## src/rtl/serial_add_ctrl.sv

```systemverilog
// Bit-serial adder: one full_add cell walks the operands LSB first, one bit per clock,
// under a three-state IDLE/RUN/DONE controller with registered result and status.

module full_add (
    input  logic i_a,
    input  logic i_b,
    input  logic i_c,
    output logic o_s,
    output logic o_c
);
    assign o_s = i_a ^ i_b ^ i_c;
    assign o_c = (i_a & i_b) | (i_a & i_c) | (i_b & i_c);
endmodule

module serial_add_ctrl #(
    parameter int WIDTH = 8
) (
    input  logic             clk,
    input  logic             rst_n,
    input  logic             start,
    input  logic [WIDTH-1:0] a,
    input  logic [WIDTH-1:0] b,
    input  logic             ci,
    output logic             busy,
    output logic             done,
    output logic [WIDTH-1:0] s,
    output logic             co
);
    localparam int CW = (WIDTH > 1) ? $clog2(WIDTH) : 1;
    localparam logic [CW-1:0] LAST = CW'(WIDTH - 1);

    typedef enum logic [1:0] {IDLE, RUN, DONE} state_t;

    state_t           r_state;
    logic [WIDTH-1:0] r_a;
    logic [WIDTH-1:0] r_b;
    logic [WIDTH-2:0] r_acc;
    logic             r_c;
    logic [CW-1:0]    r_cnt;
    logic             w_sum;
    logic             w_cout;
    logic [WIDTH-1:0] w_acc_next;

    full_add u_fa (
        .i_a (r_a[0]),
        .i_b (r_b[0]),
        .i_c (r_c),
        .o_s (w_sum),
        .o_c (w_cout)
    );

    // The newest sum bit enters at the MSB; after WIDTH shifts the LSB has reached bit 0.
    assign w_acc_next = {w_sum, r_acc};

    always_ff @(posedge clk or negedge rst_n) begin
        if (!rst_n) begin
            r_state <= IDLE;
            r_a     <= '0;
            r_b     <= '0;
            r_acc   <= '0;
            r_c     <= 1'b0;
            r_cnt   <= '0;
            busy    <= 1'b0;
            done    <= 1'b0;
            s       <= '0;
            co      <= 1'b0;
        end else begin
            case (r_state)
                IDLE, DONE: begin
                    done <= 1'b0;
                    if (start) begin
                        r_a     <= a;
                        r_b     <= b;
                        r_c     <= ci;
                        r_cnt   <= '0;
                        busy    <= 1'b1;
                        r_state <= RUN;
                    end else begin
                        busy    <= 1'b0;
                        r_state <= IDLE;
                    end
                end
                RUN: begin
                    r_a   <= r_a >> 1;
                    r_b   <= r_b >> 1;
                    r_c   <= w_cout;
                    r_acc <= w_acc_next[WIDTH-1:1];
                    if (r_cnt == LAST) begin
                        // Result only reaches s/co here, so partial sums never show.
                        s       <= w_acc_next;
                        co      <= w_cout;
                        r_cnt   <= '0;
                        busy    <= 1'b0;
                        done    <= 1'b1;
                        r_state <= DONE;
                    end else begin
                        r_cnt <= r_cnt + 1'b1;
                    end
                end
                default: begin
                    busy    <= 1'b0;
                    done    <= 1'b0;
                    r_state <= IDLE;
                end
            endcase
        end
    end
endmodule
```

## config.mk

```make
export PLATFORM = sky130hd
export DESIGN_NAME = serial_add_ctrl
export DESIGN_NICKNAME = d
export VERILOG_FILES = /design/src/rtl/serial_add_ctrl.sv
export SDC_FILE = /design/constraint.sdc
export NUM_CORES = 1
export LEC_CHECK = 0
export CORE_UTILIZATION = 45
export DETAILED_ROUTE_END_ITERATION = 12
export HOLD_SLACK_MARGIN = 0.1
export PLACE_DENSITY_LB_ADDON = 0.1
export SLEW_MARGIN = 10
export SYNTH_ARGS = -nofsm -noshare
export SYNTH_HDL_FRONTEND = slang
export SYNTH_SLANG_ARGS = --single-unit
```

## constraint.sdc

```tcl
create_clock -name clk -period 1.4 [get_ports clk]
set_input_delay 0.28 -clock clk [delete_from_list [all_inputs] [get_ports clk]]
set_output_delay 0.28 -clock clk [all_outputs]
set_load 0.01 [all_outputs]
```

==> impl_metrics.tcl, run 1 <==
set metrics [dict create \
    outcome "finished, final reports clean" \
    final_cell_mix "dfrtp_1, clkdlybuf4s50_1, mux2i_1, nor2b_1" \
    nNetsFinal 210 \
    fin_area_um2 2440 \
    layout_min_cycle_time_ps 1390 \
    synth.cell_area_um2 1820 \
    htreeDepth 2 \
    port_buffers 30 \
    synthMuxAreaShare 0.212 \
    drive_gt1_frac 0.261 \
    grt.met3_usage 0.0434 \
    critical_path.max_fanout 2 \
    critPathKind "reg -> reg" \
    p_per_area_nw_per_um2 2200 \
    grt_pass1_wl_um 5580 \
    rsz0062_at_grt "true" \
    routed_via_density 5.27 \
    worst_pin_slew_ps 260 \
    synthAdderAreaFrac 0.0247 \
    routed_wirelength_um 3320 \
    syn_area_per_cell_um2 12.7 \
    synth_simple_gate_area_frac 0.0735 \
    synth_compound_area_frac 0.131 \
    ioPinCount 31 \
    clk_pin_slew_ps 80 \
    antenna_left 0 \
    synth_cells 143 \
    maxSlewHeadroom 0.826 \
    core_um2 3770 \
    crit_path_end_kind "flip-flop" \
    via_count 1243 \
    grt_max_degree 39 \
    grt_use_total 0.175 \
    ys_seq_area_frac 0.522 \
    initial_core_util 0.483 \
    syn_nets 166 \
    cts_buffers 5 \
    period_share 0.992 \
    dieHeight_um 65.6 \
    grt_use_met2 0.263 \
    hold_viol 0 \
    p_total_mw 5.36 \
    clk_latency_ps 290 \
    antennaDiodeCount 0 \
    grt_pass1_vias 1200 \
    p_leak_nw 1.08 \
    drt_first_pass_iters 4 \
    crit_required_ps 1580 \
    max_cap_viol_count 0 \
    peakVddDrop_mv 0.991 \
    place_congestion 0.841 \
    cts_max_path_buffers 2 \
    fin_setup_tns_ps 0 \
    whs_ps 477 \
    finalMaxSlewViolations 0 \
    cp.arrival_ps 1570 \
    drt_iter0_markers 41 \
    grt_overflow 0 \
    use_met1 0.233 \
    final_common_cell "dfrtp_1" \
    dp_hpwl_um 2210 \
    clock-sinks 38 \
    ys_ff_latch 38 \
    root_buffer "clkbuf_8" \
    chipWidth_um 65.6 \
    synth_xor_area_frac 0 \
    busiest_layer "met2" \
    drc 0 \
    setup_viol 0 \
    cts_tree "done" \
    areaGrowthSynthToFinish_pct 33.7 \
    synth-warning-count 0 \
    num_rows 22 \
    antenna_found_initial 0 \
    dpl-instance-area_um2 2220 \
    fin_skew_ps 5.42 \
    cp-start-kind "flip-flop" \
    wl_per_cell_um 14.1 \
    synth_top_family_by_area "multiplexers" \
    fp.dieArea_um2 4310 \
    hold_class "in -> async" \
    fmax_ghz 0.720 \
    synth_cell_type_count 21 \
]
per-stage QoR:
step / utilization / setup WS, ps / cells
2_1_floorplan: - / 15.8 / 143
3_3_place_gp: 0.589 / -66.0 / 221
3_5_place_dp: 0.589 / -106 / 221
4_1_cts: 0.639 / 15.6 / 234
5_1_grt: 0.646 / -32.5 / 236
6_report: 0.646 / 10.6 / 236
path summary, 6_finish.rpt:
kind | startpoint | end | slack, ps | cells past startpoint
max | r_cnt[0]$_DFFE_PN0P_ | r_cnt[2]$_DFFE_PN0P_ | 10 | 4
min | rst_n | r_cnt[1]$_DFFE_PN0P_ | 480 | 3
max reg2reg | r_cnt[0]$_DFFE_PN0P_ | r_cnt[2]$_DFFE_PN0P_ | 10 | 4
min reg2reg | r_b[1]$_DFFE_PN0P_ | r_b[1]$_DFFE_PN0P_ | 500 | 1
max in group asynchronous | rst_n | done$_DFFE_PN0P_ | 710 | 3
min in group clk | r_b[1]$_DFFE_PN0P_ | r_b[1]$_DFFE_PN0P_ | 500 | 1
Yosys cell counts (all sizes together):
cell | instances | area (um2)
inv | 2 | 7.51
mux2i | 15 | 150
nor2b | 15 | 101
a21oi | 13 | 65.1
nor2 | 3 | 11.3
nand3 | 2 | 10.0
clkbuf | 4 | 15.0
a21o | 3 | 22.5
fa | 1 | 20.0
ha | 2 | 25.0
o21ai | 2 | 10.0
a22o | 5 | 43.8
mux2 | 18 | 236
dfrtp | 38 | 951
nand2 | 1 | 11.3
a211oi | 13 | 97.6
buf | 6 | 43.8
power breakdown:
part           leakage [nW]  switching, mW  internal, mW
sequential            0.454          0.356          1.64
combinational         0.555          0.891          1.34
clock                0.0714          0.374         0.760
total                  1.08           1.62          3.74
what timing repair did:
item	CTS	global route
gates resized for setup	15	2
setup endpoints to repair	21	10
hold buffers	1	0
pin swaps	2	1
endpoints found under the hold margin	38	0
buffers inserted	4	2
state kept, by name, summed over array words and instances (netlist names):
register  cells
co            1
done          1
r_a           8
r_acc         7
r_b           8
r_c           1
r_cnt         3
r_state       1
s             8
layout make-up:
type                            instances  area [um2]
Clock buffer                            6        82.6
Fill cell                             276        1340
Multi-Input combinational cell         93         832
Timing Repair Buffer                   47         440
Sequential cell                        38         953
Clock inverter                          2        60.1
Tap cell                               48        60.1
Inverter                                2        7.51
kinds of logic after synthesis:
family / after synthesis
compound gates: 36
fa+ha+maj: 3
buf+inv: 12
flops: 38
mux: 33
simple gates: 21
worst max-delay path: stages, from the launching register on:
cell and delay, ps:
dfrtp_1 390, ha_2 200, ha_4 210, mux2_4 270
a22o_1 210
routing by layer:
layer | vias up | routed length (um)
met5 | - | 0
met4 | 0 | 65
met3 | 7 | 109
met2 | 31 | 1570
met1 | 607 | 1580
li1 | 598 | -
Note: power is estimated with default switching activity, not from simulation.
==> run 2, diff against run 1 <==
Settings changed: CAP_MARGIN set to 10, CORE_MARGIN set to 10, REMOVE_ABC_BUFFERS set to 1.
==> run 2 against run 1 <==
Clock power is 31% lower. Non-clock buffer count is 1 higher. Hold slack improved by 20 ps. Fmax grew 2.6%. Sequential share of layout area up 0.70 points. Sequential cell count unchanged. First-iteration DRC count up 12%. Critical path type unchanged. Largest power group unchanged. Highest routed layer unchanged.
==> impl_metrics.tcl, run 2 (same netlist as run 1, synthesis figures left out) <==
set metrics [dict create \
    drc 0 \
    layout_min_cycle_time_ps 1350 \
    cts_max_path_buffers 2 \
    reg2reg_from "r_cnt[1]$_DFFE_PN0P_" \
    grt.met3_usage 0.0527 \
    fillCellCount 333 \
    clk_latency_ps 290 \
    cts_buffers 5 \
    routed_wirelength_um 3500 \
    antenna_found_initial 0 \
    busiest_layer "met2" \
    r2r_cells 4 \
    period_share 0.967 \
    via_count 1225 \
    place_congestion 0.729 \
    grt_pass1_vias 1272 \
    core_um2 3970 \
    antenna_left 0 \
    hold_viol 0 \
    finalMaxSlewViolations 0 \
    crit_required_ps 1580 \
    grt_max_degree 39 \
    fin_skew_ps 7.53 \
    initial_core_util 0.459 \
    nNetsFinal 212 \
    p_leak_nw 1.07 \
    setup_viol 0 \
    clock-sinks 38 \
    r2r_slack_ps 50 \
    dieHeight_um 83.6 \
    ioPinCount 31 \
    final_common_cell "dfrtp_1" \
    drt_iter0_markers 46 \
    drive_gt1_frac 0.268 \
    dp_hpwl_um 2510 \
    layout_setup_ws_ps 45.9 \
    critPathCapture "r_cnt[2]$_DFFE_PN0P_" \
    antennaDiodeCount 0 \
    clockPowerShare 0.157 \
    regArea_um2 953 \
    outcome "finished, final reports clean" \
    dpl-instance-area_um2 2260 \
    grt_pass1_wl_um 6110 \
    fin_area_um2 2390 \
    critical_path.max_fanout 2 \
    power_switching_mw 1.59 \
    chipWidth_um 83.6 \
    fp.dieArea_um2 6990 \
    p_per_area_nw_per_um2 2070 \
    r2r_end "r_cnt[2]$_DFFE_PN0P_" \
    multi_input_area_um2 831 \
    htreeDepth 2 \
    drt_first_pass_iters 4 \
    cts_tree "done" \
    worst_pin_slew_ps 478 \
    cp-start-kind "flip-flop" \
    routed_via_density 5.10 \
    dp_slack_ps -108 \
    reg.largest.list "r_a (8), r_b (8), s (8)" \
    comb_power_share 0.438 \
    maxSlewHeadroom 0.681 \
    critPathKind "reg -> reg" \
    wl_per_cell_um 14.6 \
    crit_path_end_kind "flip-flop" \
    final_cell_mix "dfrtp_1, clkdlybuf4s50_1, mux2i_1, buf_4, nor2b_1" \
    num_rows 23 \
    grt_overflow 0 \
    seq_power_share 0.405 \
    final_cells 240 \
    max_cap_viol_count 0 \
    rsz0062_at_grt "false" \
    placed_cells 228 \
    port_buffers 30 \
    cp.arrival_ps 1540 \
    crit_start "r_cnt[1]$_DFFE_PN0P_" \
    p_int_mw 3.36 \
    grt_use_total 0.103 \
    areaGrowthSynthToFinish_pct 31.4 \
    clk_pin_slew_ps 80 \
    swShare 0.322 \
    grt_use_met2 0.167 \
    root_buffer "clkbuf_8" \
    peakVddDrop_mv 0.893 \
    use_met1 0.117 \
    fmax_ghz 0.739 \
    hold_class "reg -> reg" \
]
[run 2: worst min-delay path by stage]
| stage | from | end | slack, ps | depth (start not counted) |
|---|---|---|---|---|
| 3_5_place_dp | rst_n | s[6]$_DFFE_PN0P_ | 360 | 2 |
| 2_1_floorplan | rst_n | co$_DFFE_PN0P_ | -20 | 0 |
| 5_1_grt | s[0]$_DFFE_PN0P_ | s[0]$_DFFE_PN0P_ | 530 | 1 |
| 6_report | r_b[1]$_DFFE_PN0P_ | r_b[1]$_DFFE_PN0P_ | 500 | 1 |
| 4_1_cts | r_b[1]$_DFFE_PN0P_ | r_b[1]$_DFFE_PN0P_ | 500 | 1 |
| 3_3_place_gp | rst_n | s[6]$_DFFE_PN0P_ | 360 | 2 |
[run 2: power groups by stage]
| stage | combinational (mW) | clock, mW | sequential, mW |
|---|---|---|---|
| after floorplan | 1.23 | 0 | 2.09 |
| after global routing | 2.41 | 0.863 | 2.10 |
| after global placement | 2.14 | 0 | 2.01 |
| final | 2.17 | 0.776 | 2.01 |
| after detailed placement | 2.21 | 0 | 2.03 |
| after CTS | 2.16 | 0.804 | 2.01 |
[run 2: final cells by class]
type | instances | share of cell area
Multi-Input combinational cell | 94 | 0.347
Sequential cell | 38 | 0.398
Clock buffer | 6 | 0.0345
Tap cell | 50 | 0.0261
Timing Repair Buffer | 48 | 0.186
Clock inverter | 2 | 0.00523
Inverter | 2 | 0.00314
[run 2: routing by layer]
layer	vias up	part of all wire
li1	608	-
met1	587	0.44
met2	27	0.49
met3	3	0.067
met4	0	0.0069
met5	-	0
[run 2: timing repair]
action                                  4_1_cts  5_1_grt
hold buffers                                  1        0
hold endpoints to repair                     38        0
endpoints found under the setup margin       21        5
buffers inserted                              1        1
gates cloned                                  1        0
resized for setup                            15        2
pin swaps                                     3        0
[run 2: through the flow]
stage | TNS, ps | total power, mW | hold WS (ps) | util
after floorplan | -9050 | 3.32 | -15.6 | -
after global placement | -899 | 4.14 | 355 | 0.569
after detailed placement | -1870 | 4.24 | 364 | 0.569
after CTS | 0 | 4.98 | 503 | 0.597
after global routing | 0 | 5.37 | 527 | 0.603
final | 0 | 4.95 | 496 | 0.603
[run 2: worst max-delay path: stages (launching register included)]
cell	delay (ps)
dfrtp_1	390
ha_2	200
ha_4	200
mux2_2	250
a22o_1	200
==> run 3, diff against run 2 <==
Settings changed: SKIP_LAST_GASP set to 1, SLEW_MARGIN 10 to 20, SYNTH_HIERARCHICAL set to 1.
==> run 3 against run 2 <==
The run now ends with negative setup slack left. Global-route usage increased by 0.41 points. Synthesized cell count is 7.7% lower. Clock power up 20%. Register-to-register slack worse by 120 ps. Non-clock buffer count is 5 lower. Final cell count shrank 6.7%. Critical path depth is 1 higher. Hold slack got worse by 42 ps. Design area rose by 0.78%.
==> impl_metrics.tcl, run 3 <==
set metrics [dict create \
    peakVddDrop_mv 0.933 \
    chipWidth_um 84.2 \
    antenna_found_initial 0 \
    synth-warning-count 6 \
    fin_skew_ps 8.88 \
    fp.dieArea_um2 7080 \
    initial_core_util 0.463 \
    clk_pin_slew_ps 80 \
    layout_setup_ws_ps -75.0 \
    p_per_area_nw_per_um2 2010 \
    grt_pass1_wl_um 6240 \
    grt_overflow 0 \
    grt_use_total 0.107 \
    root_buffer "clkbuf_8" \
    via_count 1146 \
    synth_top_flop_cell "dfrtp_1" \
    num_rows 23 \
    ys_top_cells_by_area "dfrtp_1, mux2i_1, mux2_4, mux2_1, buf_2" \
    synth_most_common_cell "mux2i_1" \
    dpl-instance-area_um2 2280 \
    synth_edf_count 0 \
    clock-sinks 38 \
    routed_wirelength_um 3620 \
    finalMaxSlewViolations 0 \
    cts_max_path_buffers 2 \
    synth.top_cell.area_share 0.514 \
    drc 0 \
    layout_min_cycle_time_ps 1470 \
    rsz0062_at_grt "true" \
    dp_hpwl_um 2700 \
    fmax_ghz 0.678 \
    max_cap_viol_count 0 \
    yosys.area.top_type "dfrtp_1" \
    hold_viol 0 \
    ys_seq_area_frac 0.514 \
    antenna_left 0 \
    cp.arrival_ps 1650 \
    regArea_um2 953 \
    crit_path_end_kind "flip-flop" \
    nNetsFinal 196 \
    final_cell_mix "mux2i_1, dfrtp_1, clkdlybuf4s50_1, dlygate4sd2_1, mux2_1" \
    grt_max_degree 22 \
    maxSlewHeadroom 0.715 \
    crit_required_ps 1580 \
    worst_pin_slew_ps 427 \
    period_share 1.05 \
    placed_cells 215 \
    async_flop_share 1.00 \
    outcome "finished with violations" \
    htreeDepth 2 \
    routed_via_density 5.12 \
    fin_area_um2 2410 \
    synth_cells 132 \
    grt_pass1_vias 1328 \
    final_cells 224 \
    violations "negative setup slack" \
    cts_tree "done" \
    wl_per_cell_um 16.2 \
    critical_path.max_fanout 10 \
    cts_buffers 5 \
    dp_slack_ps -106 \
    synth_cell_type_count 21 \
    whs_ps 454 \
    port_buffers 30 \
    drive_gt1_frac 0.184 \
    final_common_cell "mux2i_1" \
    ys_top_cells_by_count "mux2i_1, dfrtp_1, mux2_1, mux2_4, buf_2" \
    reg.largest.list "r_a (8), r_b (8), s (8)" \
    drt_iter0_markers 35 \
    areaGrowthSynthToFinish_pct 30.3 \
    core_um2 4000 \
    p_leak_nw 1.15 \
    drt_first_pass_iters 3 \
    ys_ff_latch 38 \
    synth.cell_area_um2 1850 \
    p_total_mw 4.85 \
    antennaDiodeCount 0 \
    critPathKind "reg -> reg" \
    setup_viol 10 \
    post_cts_buffers 0 \
    clk_latency_ps 290 \
    place_congestion 0.669 \
    fillCellCount 309 \
    ioPinCount 31 \
    cp-start-kind "flip-flop" \
    dieHeight_um 84.2 \
    syn_area_per_cell_um2 14.0 \
    hold_class "in -> async" \
    multi_input_area_um2 848 \
]
-- run 3: changes by cell type after synthesis, moves of 9 or more --
cell / previous run / this run
nor2b_1: 14 / 1
a211oi_1: 13 / 0
mux2i_1: 15 / 49
a21oi_1: 13 / 0
mux2_2: 9 / 0
mux2_1: 0 / 9
-- run 3: area by class of cell --
class / instances / share of cell area
Timing Repair Buffer: 43 / 0.175
Tap cell: 50 / 0.0259
Clock inverter: 3 / 0.0187
Multi-Input combinational cell: 82 / 0.352
Sequential cell: 38 / 0.395
Clock buffer: 5 / 0.0285
Inverter: 3 / 0.00467
-- run 3: cell families (layout without fill, tap and decap cells) --
family                     Yosys count  count (layout)  share of synthesized area
muxes                               65              65                      0.376
DFF                                 38              38                      0.514
buffers and inverters               12              54                     0.0365
AOI/OAI and AO/OA                    7               7                     0.0277
and+or+nand+nor                      7               7                     0.0216
adders and majority gates            3               3                     0.0243
-- run 3: worst paths after layout --
check,startpoint,endpoint,slack [ps],cells past startpoint
setup / recovery,r_cnt[0]$_DFFE_PN0P_,s[3]$_DFFE_PN0P_,-70,5
hold / removal,rst_n,r_cnt[0]$_DFFE_PN0P_,450,2
setup reg to reg,r_cnt[0]$_DFFE_PN0P_,s[3]$_DFFE_PN0P_,-70,5
hold reg to reg,co$_DFFE_PN0P_,co$_DFFE_PN0P_,490,1
max in group asynchronous,rst_n,s[6]$_DFFE_PN0P_,490,3
min in group clk,co$_DFFE_PN0P_,co$_DFFE_PN0P_,490,1
-- run 3: per-layer routing --
metal | up-vias | track usage | wire (um)
met4 | 0 | 0.0487 | 44
li1 | 555 | - | -
met1 | 564 | 0.124 | 1620
met2 | 22 | 0.173 | 1790
met5 | - | 0 | 0
met3 | 5 | 0.0386 | 166
-- run 3: power by group --
part	switching (mW)	internal, mW	total [mW]	leakage (nW)
clock	0.403	0.530	0.933	0.0504
combinational	0.787	1.13	1.92	0.634
sequential	0.384	1.62	2.00	0.468
total	1.57	3.28	4.85	1.15
-- run 3: what timing repair did --
| item | 4_1_cts | 5_1_grt |
|---|---|---|
| endpoints found under the hold margin | 17 | 0 |
| gates resized for setup | 17 | 0 |
| hold buffers | 1 | 0 |
| setup endpoints to repair | 21 | 10 |
| pin swaps | 2 | 1 |
-- run 3: worst max-delay path, cell delays in order, from the launching register on --
cell and delay [ps]:
dfrtp_1 400, ha_2 210, ha_4 160, nand3b_1 120, buf_12 140, mux2_1 330
-- run 3: per-stage QoR --
step / setup TNS (ps) / util
floorplan: -9560 / -
global placement: -579 / 0.570
detailed placement: -1150 / 0.570
CTS: -694 / 0.603
global route: -972 / 0.603
finish: -616 / 0.603
